[config.mk]
export PLATFORM = sky130hd
export DESIGN_NAME = vga_page_sequencer_flat
export DESIGN_NICKNAME = d
export VERILOG_FILES = /design/src/rtl/vga_page_sequencer_if.sv /design/src/rtl/vga_page_sequencer.sv /design/src/flat_wrapper.sv
export SDC_FILE = /design/constraint.sdc
export NUM_CORES = 1
export LEC_CHECK = 0
export BUFFER_PORTS_ARGS = -buffer_cell sky130_fd_sc_hd__buf_2
export CAP_MARGIN = 20
export CELL_PAD_IN_SITES_DETAIL_PLACEMENT = 1
export CELL_PAD_IN_SITES_GLOBAL_PLACEMENT = 1
export CORE_ASPECT_RATIO = 1.25
export CORE_MARGIN = 2
export CORE_UTILIZATION = 44
export CTS_CLUSTER_DIAMETER = 50
export DETAILED_ROUTE_END_ITERATION = 12
export GPL_TIMING_DRIVEN = 1
export MAX_ROUTING_LAYER = met4
export PLACE_DENSITY = 0.87
export SYNTH_ARGS = -nofsm -noshare
export SYNTH_HDL_FRONTEND = slang
export SYNTH_SLANG_ARGS = --single-unit
[constraint.sdc]
create_clock -name sys_clk -period 2.9 [get_ports sys_clk]
set_input_delay 0.435 -clock sys_clk [delete_from_list [all_inputs] [get_ports sys_clk]]
set_output_delay 0.435 -clock sys_clk [all_outputs]
set_load 0.01 [all_outputs]
[src/rtl/vga_page_sequencer_if.sv]
// Request/response bundle between the page requester and vga_page_sequencer,
// plus the mode/next_mode/shift lines that feed the VGA top level.
interface vga_page_sequencer_if;
    logic       frame_tick;
    logic       req_valid;
    logic [7:0] req_mode;
    logic       req_ready;
    logic       abort;
    logic [7:0] mode;
    logic [7:0] next_mode;
    logic [1:0] shift;
    logic       busy;
    logic       done;

    modport master (
        output frame_tick, req_valid, req_mode, abort,
        input  req_ready, mode, next_mode, shift, busy, done
    );

    modport slave (
        input  frame_tick, req_valid, req_mode, abort,
        output req_ready, mode, next_mode, shift, busy, done
    );
endinterface

[src/rtl/vga_page_sequencer.sv]
// Frame-aligned page-transition controller: steps shift 1..3 over whole frames,
// then commits the requested mode so the renderer never sees a mid-frame change.
module vga_page_sequencer #(
    parameter int         FRAMES_PER_STEP = 4,
    parameter logic [7:0] RESET_MODE      = 8'h00
) (
    input logic                 sys_clk,
    input logic                 sys_rst,
    vga_page_sequencer_if.slave bus
);

    localparam logic [1:0] ST_IDLE  = 2'd0;
    localparam logic [1:0] ST_ALIGN = 2'd1;
    localparam logic [1:0] ST_STEP  = 2'd2;

    localparam logic [7:0] LAST_CNT = 8'(FRAMES_PER_STEP - 1);

    logic [1:0] state;
    logic [7:0] frame_cnt;

    assign bus.req_ready = (state == ST_IDLE);

    // NOTE: every register below is updated with <= so all of them see the
    // pre-edge values of each other; blocking '=' here would create ordering races.
    always_ff @(posedge sys_clk or posedge sys_rst) begin
        if (sys_rst) begin
            state         <= ST_IDLE;
            frame_cnt     <= 8'd0;
            bus.mode      <= RESET_MODE;
            bus.next_mode <= RESET_MODE;
            bus.shift     <= 2'd0;
            bus.busy      <= 1'b0;
            bus.done      <= 1'b0;
        end else begin
            bus.done <= 1'b0;

            if (state != ST_IDLE && bus.abort) begin
                // Abort beats a coincident committing tick: mode stays put.
                state         <= ST_IDLE;
                frame_cnt     <= 8'd0;
                bus.next_mode <= bus.mode;
                bus.shift     <= 2'd0;
                bus.busy      <= 1'b0;
            end else begin
                case (state)
                    ST_IDLE: begin
                        if (bus.req_valid) begin
                            if (bus.req_mode == bus.mode) begin
                                bus.done <= 1'b1;
                            end else begin
                                bus.next_mode <= bus.req_mode;
                                bus.busy      <= 1'b1;
                                state         <= ST_ALIGN;
                            end
                        end
                    end

                    ST_ALIGN: begin
                        if (bus.frame_tick) begin
                            bus.shift <= 2'd1;
                            frame_cnt <= 8'd0;
                            state     <= ST_STEP;
                        end
                    end

                    ST_STEP: begin
                        if (bus.frame_tick) begin
                            if (frame_cnt == LAST_CNT) begin
                                frame_cnt <= 8'd0;
                                if (bus.shift == 2'd3) begin
                                    bus.mode  <= bus.next_mode;
                                    bus.shift <= 2'd0;
                                    bus.done  <= 1'b1;
                                    bus.busy  <= 1'b0;
                                    state     <= ST_IDLE;
                                end else begin
                                    bus.shift <= bus.shift + 2'd1;
                                end
                            end else begin
                                frame_cnt <= frame_cnt + 8'd1;
                            end
                        end
                    end

                    default: begin
                        state     <= ST_IDLE;
                        frame_cnt <= 8'd0;
                        bus.shift <= 2'd0;
                        bus.busy  <= 1'b0;
                    end
                endcase
            end
        end
    end

endmodule
[src/flat_wrapper.sv]
// flat-port wrapper written by rule: the top's interface ports become plain ports
module vga_page_sequencer_flat 
#(
    parameter int         FRAMES_PER_STEP = 4,
    parameter logic [7:0] RESET_MODE      = 8'h00
)
  (sys_clk, sys_rst, bus_frame_tick, bus_req_valid, bus_req_mode, bus_abort, bus_req_ready, bus_mode, bus_next_mode, bus_shift, bus_busy, bus_done);
  vga_page_sequencer_if bus_i ();
  input logic sys_clk;
  input logic sys_rst;
  input wire logic [$bits(bus_i.frame_tick)-1:0] bus_frame_tick;
  input wire logic [$bits(bus_i.req_valid)-1:0] bus_req_valid;
  input wire logic [$bits(bus_i.req_mode)-1:0] bus_req_mode;
  input wire logic [$bits(bus_i.abort)-1:0] bus_abort;
  output wire logic [$bits(bus_i.req_ready)-1:0] bus_req_ready;
  output wire logic [$bits(bus_i.mode)-1:0] bus_mode;
  output wire logic [$bits(bus_i.next_mode)-1:0] bus_next_mode;
  output wire logic [$bits(bus_i.shift)-1:0] bus_shift;
  output wire logic [$bits(bus_i.busy)-1:0] bus_busy;
  output wire logic [$bits(bus_i.done)-1:0] bus_done;
  assign bus_i.frame_tick = bus_frame_tick;
  assign bus_i.req_valid = bus_req_valid;
  assign bus_i.req_mode = bus_req_mode;
  assign bus_i.abort = bus_abort;
  assign bus_req_ready = bus_i.req_ready;
  assign bus_mode = bus_i.mode;
  assign bus_next_mode = bus_i.next_mode;
  assign bus_shift = bus_i.shift;
  assign bus_busy = bus_i.busy;
  assign bus_done = bus_i.done;
  vga_page_sequencer #(.FRAMES_PER_STEP(FRAMES_PER_STEP), .RESET_MODE(RESET_MODE)) u_core (.sys_clk(sys_clk), .sys_rst(sys_rst), .bus(bus_i));
endmodule
==> results of run 1 <==
cell usage after synthesis (all sizes together):
cell type / n / area, um^2
dfrtp: 30 / 750.7
nand2: 19 / 78.82
o21ai: 16 / 80.08
xor2: 11 / 96.34
inv: 8 / 30.03
mux2: 8 / 90.09
mux2i: 8 / 80.08
nor2: 7 / 26.28
ha: 6 / 75.07
a21oi: 5 / 28.78
nand3: 4 / 20.02
nor3: 4 / 20.02
nor4: 4 / 46.29
and3: 3 / 18.77
clkbuf: 3 / 11.26
nand2b: 3 / 18.77
nand4: 2 / 12.51
o21bai: 2 / 15.01
o31ai: 2 / 15.01
a21boi: 1 / 7.510
a21o: 1 / 7.510
a22o: 1 / 8.760
a22oi: 1 / 7.510
a32o: 1 / 10.01
and2: 1 / 6.260
nor2b: 1 / 6.260
o211ai: 1 / 7.510
o22ai: 1 / 6.260
o31a: 1 / 8.760
o41ai: 1 / 8.760
or3: 1 / 6.260
or4: 1 / 11.26
sequential cells by signal, summed over array words and instances, names as in the netlist:
register              count
u_core.bus.done           1
u_core.state              2
u_core.bus.next_mode      8
u_core.frame_cnt          8
u_core.bus.shift          2
u_core.bus.mode           8
u_core.bus.busy           1
power groups by stage:
stage / registers (W) / logic, W / clock network (W)
CTS: 0.000583 / 0.000573 / 0.000316
global route: 0.000593 / 0.000640 / 0.000332
floorplan: 0.000603 / 0.000334 / 0
detailed placement: 0.000588 / 0.000569 / 0
finish: 0.000582 / 0.000567 / 0.000311
global placement: 0.000578 / 0.000535 / 0
through the flow:
step	worst slack, ns	power, W
after floorplan	1.067	0.0009370
after global placement	0.7881	0.001113
after detailed placement	0.6288	0.001157
after CTS	0.7600	0.001472
after global routing	0.5726	0.001565
final	0.7332	0.001460
worst min-delay path, stage by stage:
cell and delay [ns]:
buf_2 0.09, inv_1 0.04, buf_4 0.34
metal layers:
layer  routed length, um  GRT usage [%]
met1                1610          23.40
met2                2212          40.78
met3                 125          4.513
met4                 123          10.59
met5                   0              -
kinds of logic after synthesis:
logic type,count (synthesis)
flip-flops,30
XOR/XNOR,11
buffers and inverters,11
adder cells (fa/ha/maj),6
multiplexers,16
AO/OA/AOI/OAI,34
AND/OR/NAND/NOR,50
layout make-up:
cell class	instances	area, um^2
fill	403	1595
multi-input combinational	117	824.5
sequential	30	750.7
timing repair buffer	36	187.7
clock buffer	7	76.32
tap	39	48.80
inverter	8	30.03
worst paths after layout:
check                                    start                   to  slack [ns]  cells past startpoint
max                         u_core.bus.mode[7]      u_core.state[1]        0.73                      5
min                                    sys_rst   u_core.bus.mode[7]        0.22                      3
max in group asynchronous              sys_rst   u_core.bus.mode[2]        2.40                      3
max reg2reg                 u_core.bus.mode[7]      u_core.state[1]        0.73                      5
min in group sys_clk             bus_req_valid      u_core.bus.done        0.48                      3
min reg2reg                u_core.frame_cnt[1]  u_core.frame_cnt[1]        0.52                      2
placed cells by master (no fill, tap or decap), types with 2 or more instances in the layout:
| cell | n |
|---|---|
| nor3_1 | 4 |
| o21ai_0 | 16 |
| dfrtp_1 | 30 |
| mux2_2 | 8 |
| buf_2 | 33 |
| mux2i_1 | 8 |
| clkbuf_1 | 2 |
| o21bai_1 | 2 |
| inv_1 | 8 |
| nand2b_1 | 3 |
| nor4_1 | 2 |
| ha_1 | 6 |
| nor2_1 | 7 |
| nand3_1 | 4 |
| and3_1 | 3 |
| buf_4 | 3 |
| nand2_1 | 18 |
| a21oi_1 | 4 |
| o31ai_1 | 2 |
| xor2_1 | 11 |
| nand4_1 | 2 |
| clkbuf_8 | 5 |
==> impl_metrics.json, run 1 <==
{
  "outcome": "completed",
  "final_max_slew_viol_count": 0,
  "synth_compound_area_share_pct": 13.08,
  "fin_crit_ns": 2.167,
  "grt_setup_unrepaired": "no",
  "die_y_um": 71.77,
  "syn_inst": 158,
  "cts-resized-gates": 0,
  "port_buffers": 33,
  "placed_cells": 230,
  "cts_root_buf": "clkbuf_8",
  "switching_power_w": 0.0005690,
  "dp.final_hpwl_mm": 3.147,
  "critPathSlowestCell": "nor4_1",
  "fin_util_pct": 54.59,
  "grt_pass1_wl_mm": 6.893,
  "cp.arrival_ns": 2.34,
  "slew_headroom_pct": 54.35,
  "antenna_found_initial": 0,
  "area_growth_pct": 18.65,
  "placed_area_um2": 1842,
  "yosysSeqAreaShare_pct": 46.44,
  "avgRoutedWirePerCell_um": 17.18,
  "drtIter0Drc": 41,
  "clock_power_share_pct": 21.3,
  "hold_violations": 0,
  "grt_pass1_vias": 1434,
  "crit_fanout": 9,
  "clk_path_buf_depth": 2,
  "cts_tree": "yes",
  "crit_family": "compound AO/OA/AOI/OAI gates",
  "stdcell_count": 237,
  "finClkSkew_ns": 0.003431,
  "seq_power_share_pct": 39.9,
  "grt_start_max_net_pins": 31,
  "path_class": "register to register",
  "synthXorXnorAreaFrac_pct": 5.960,
  "max_freq_mhz": 461.5,
  "yosys_warnings": 0,
  "num-nets-final": 217,
  "via_count": 1326,
  "synth_top_family_by_area": "simple AND/OR/NAND/NOR gates",
  "syn_nets": 177,
  "comb_power_share_pct": 38.8,
  "crit_path_end_kind": "register",
  "hold_class": "input pin to asynchronous set/reset pin",
  "wl_mm": 4.071,
  "ys_ff_latch": 30,
  "required_ns": 3.07,
  "synth-adder-area-share_pct": 4.644,
  "syn_avg_cell_area_um2": 10.23,
  "tightest_slew_ns": 0.6785,
  "final_antenna_net_count": 0,
  "initial_core_util_pct": 46.01,
  "ys_types": 36,
  "first_pass_iters": 4,
  "p_sw_share_pct": 38.97,
  "yosys.area_share.simple_pct": 16.80,
  "drc": 0,
  "ioPinCount": 34,
  "n_antenna_cell": 0,
  "die_x_um": 58.22,
  "whs_ns": 0.2232,
  "clk_latency_ns": 0.28,
  "p_int_w": 0.0008912,
  "cts_sinks": 30,
  "grtUsageTotal_pct": 22.76,
  "setup_tns_ns": 0,
  "setup.worst_path.start_class": "register",
  "htreeDepth": 2,
  "cts_setup_buffers": 0,
  "muxShareOfSynthArea_pct": 10.53,
  "cts_buffers": 5,
  "cp_cell_sequence": "xor2_1 > nor4_1 > a21oi_2 > o21bai_1 > a32o_1",
  "die_area_um2": 4178,
  "power_density_nw_per_um2": 761.3,
  "drv_cap": 0,
  "grt-ovfl-total": 0,
  "period_share_pct": 74.72,
  "via_per_inst": 5.595,
  "drive_gt1_share_pct": 27.27,
  "leakage_nw": 1.003,
  "cp_num_buf_inv": 0,
  "clk_pin_slew_ns": 0.06,
  "peakVddDrop_v": 0.0004931,
  "setup_viol": 0,
  "syn_area_um2": 1617,
  "max_stage_delay_ns": 0.62,
  "core_um2": 3513,
  "place_congestion": 0.8304,
  "ctsHoldBuffers": 0,
  "std_cell_rows": 24,
  "fin_area_um2": 1918
}
(Power assumes the default switching activity.)
==> run 2, diff against run 1 <==
--- a/config.mk
+++ b/config.mk
@@ -11,12 +11,12 @@
 export CELL_PAD_IN_SITES_GLOBAL_PLACEMENT = 1
 export CORE_ASPECT_RATIO = 1.25
 export CORE_MARGIN = 2
-export CORE_UTILIZATION = 44
+export CORE_UTILIZATION = 41
 export CTS_CLUSTER_DIAMETER = 50
 export DETAILED_ROUTE_END_ITERATION = 12
 export GPL_TIMING_DRIVEN = 1
 export MAX_ROUTING_LAYER = met4
-export PLACE_DENSITY = 0.87
+export PLACE_DENSITY = 0.82
 export SYNTH_ARGS = -nofsm -noshare
 export SYNTH_HDL_FRONTEND = slang
 export SYNTH_SLANG_ARGS = --single-unit
==> constraint.sdc (replaced) <==
create_clock -name sys_clk -period 2 [get_ports sys_clk]
set_input_delay 0.3 -clock sys_clk [delete_from_list [all_inputs] [get_ports sys_clk]]
set_output_delay 0.3 -clock sys_clk [all_outputs]
set_load 0.01 [all_outputs]
==> impl_metrics.json, run 2 (synthesis results as in run 1) <==
{
  "grt-ovfl-total": 0,
  "final_common_cell": "buf_2",
  "htreeDepth": 2,
  "core_um2": 3785,
  "place_congestion": 0.8810,
  "max_freq_mhz": 540.3,
  "finalPower_w": 0.002292,
  "drc": 0,
  "fin_crit_ns": 1.851,
  "critPathSlowestCell": "dfrtp_1",
  "hold_violations": 0,
  "cts-resized-gates": 0,
  "n_antenna_cell": 0,
  "required_ns": 2.17,
  "cts_sinks": 30,
  "fin_ws_ns": 0.1493,
  "finClkSkew_ns": 0.002733,
  "cp_num_buf_inv": 1,
  "cts_buffers": 5,
  "outcome": "completed",
  "cts_root_buf": "clkbuf_8",
  "avgRoutedWirePerCell_um": 15.63,
  "final_max_slew_viol_count": 0,
  "crit_path_end_kind": "register",
  "grt_pass1_wl_mm": 6.817,
  "tightest_slew_ns": 0.3750,
  "std_cell_rows": 25,
  "leakage_nw": 1.048,
  "cp.arrival_ns": 2.02,
  "initial_core_util_pct": 42.71,
  "first_pass_iters": 4,
  "dp.final_hpwl_mm": 3.094,
  "via_per_inst": 5.252,
  "ioPinCount": 34,
  "via_count": 1355,
  "grt_start_max_net_pins": 31,
  "setup.worst_path.start_class": "register",
  "cp_cell_sequence": "or3_1 > nor4_4 > nor2_1 > buf_4 > o41ai_1",
  "pre_cts_slack_ns": 0.1536,
  "crit_fanout": 7,
  "grt_pass1_vias": 1421,
  "area_growth_pct": 25.23,
  "max_stage_delay_ns": 0.44,
  "drive_gt1_share_pct": 31.37,
  "largest_registers": "u_core.bus.mode: 8 flops, u_core.bus.next_mode: 8 flops, u_core.frame_cnt: 8 flops",
  "clk_pin_slew_ns": 0.07,
  "cts_tree": "yes",
  "wl_mm": 4.032,
  "die_x_um": 60.16,
  "period_share_pct": 92.54,
  "port_buffers": 33,
  "setup_viol": 0,
  "ctsHoldBuffers": 0,
  "stdcell_count": 258,
  "die_y_um": 74.21,
  "antenna_found_initial": 0,
  "peakVddDrop_v": 0.0005715,
  "drtIter0Drc": 45,
  "grtUsageTotal_pct": 21.56,
  "drv_cap": 0,
  "path_class": "register to register",
  "power_density_nw_per_um2": 1132,
  "placed_cells": 250,
  "hold_class": "input pin to asynchronous set/reset pin",
  "clk_latency_ns": 0.29,
  "crit_family": "simple AND/OR/NAND/NOR gates",
  "final_cell_mix": "33 x buf_2, 30 x dfrtp_1, 18 x nand2_1",
  "num-nets-final": 222,
  "final_antenna_net_count": 0,
  "cts_setup_buffers": 0,
  "clk_path_buf_depth": 2,
  "slew_headroom_pct": 74.78,
  "die_area_um2": 4464
}
[run 2: cell count changes in the layout (fill, tap and decap cells not counted), sizes merged]
cell / change
buf: +5
clkbuf: -2
clkinv: +2
bufinv: +1
[run 2: worst paths after layout]
check	startpoint	to	slack, ns	cells past startpoint
worst max-delay path	u_core.frame_cnt[4]	u_core.bus.shift[0]	0.15	5
worst min-delay path	sys_rst	u_core.frame_cnt[7]	0.07	3
worst max register to register	u_core.frame_cnt[4]	u_core.bus.shift[0]	0.15	5
worst min register to register	u_core.frame_cnt[1]	u_core.frame_cnt[1]	0.52	2
max in group asynchronous	sys_rst	u_core.frame_cnt[2]	1.64	3
min in group sys_clk	bus_req_valid	u_core.bus.done	0.32	3
[run 2: where the power goes]
part	switching (W)	leakage (nW)	total (W)	internal, W
clock	0.000247	0.0579	0.000614	0.000366
sequential	0.000104	0.407	0.000838	0.000734
combinational	0.000497	0.583	0.000841	0.000343
total	0.000849	1.05	0.00229	0.00144
[run 2: metrics by stage]
| step | hold WS [ns] | setup TNS [ns] | cell area, um^2 | utilization (%) |
|---|---|---|---|---|
| 6_report | 0.06976 | 0 | 2024 | 53.49 |
| 3_3_place_gp | 0.3974 | 0 | 1898 | 50.15 |
| 2_1_floorplan | 0.3908 | 0 | 1617 | - |
| 5_1_grt | 0.1068 | -0.001610 | 2024 | 53.49 |
| 3_5_place_dp | 0.4034 | 0 | 1898 | 50.15 |
| 4_1_cts | 0.08573 | 0 | 2007 | 53.02 |
[run 2: cell type report]
class | instances | area [um^2]
clock buffer | 5 | 68.82
clock inverter | 3 | 40.04
fill | 438 | 1760
inverter | 8 | 30.03
multi-input combinational | 117 | 842.1
sequential | 30 | 750.7
tap | 54 | 67.56
timing repair buffer | 41 | 225.2
[run 2: layer usage]
layer	wire length [um]	part of all wire [%]	GRT usage, %
met3	148	3.7	4.696
met5	0	0	-
met1	1571	39	23.30
met4	82	2.0	7.407
met2	2229	55	38.29
[run 2: tightest hold or removal path: stages]
cell	delay, ns
buf_2	0.09
inv_1	0.04
buf_4	0.34
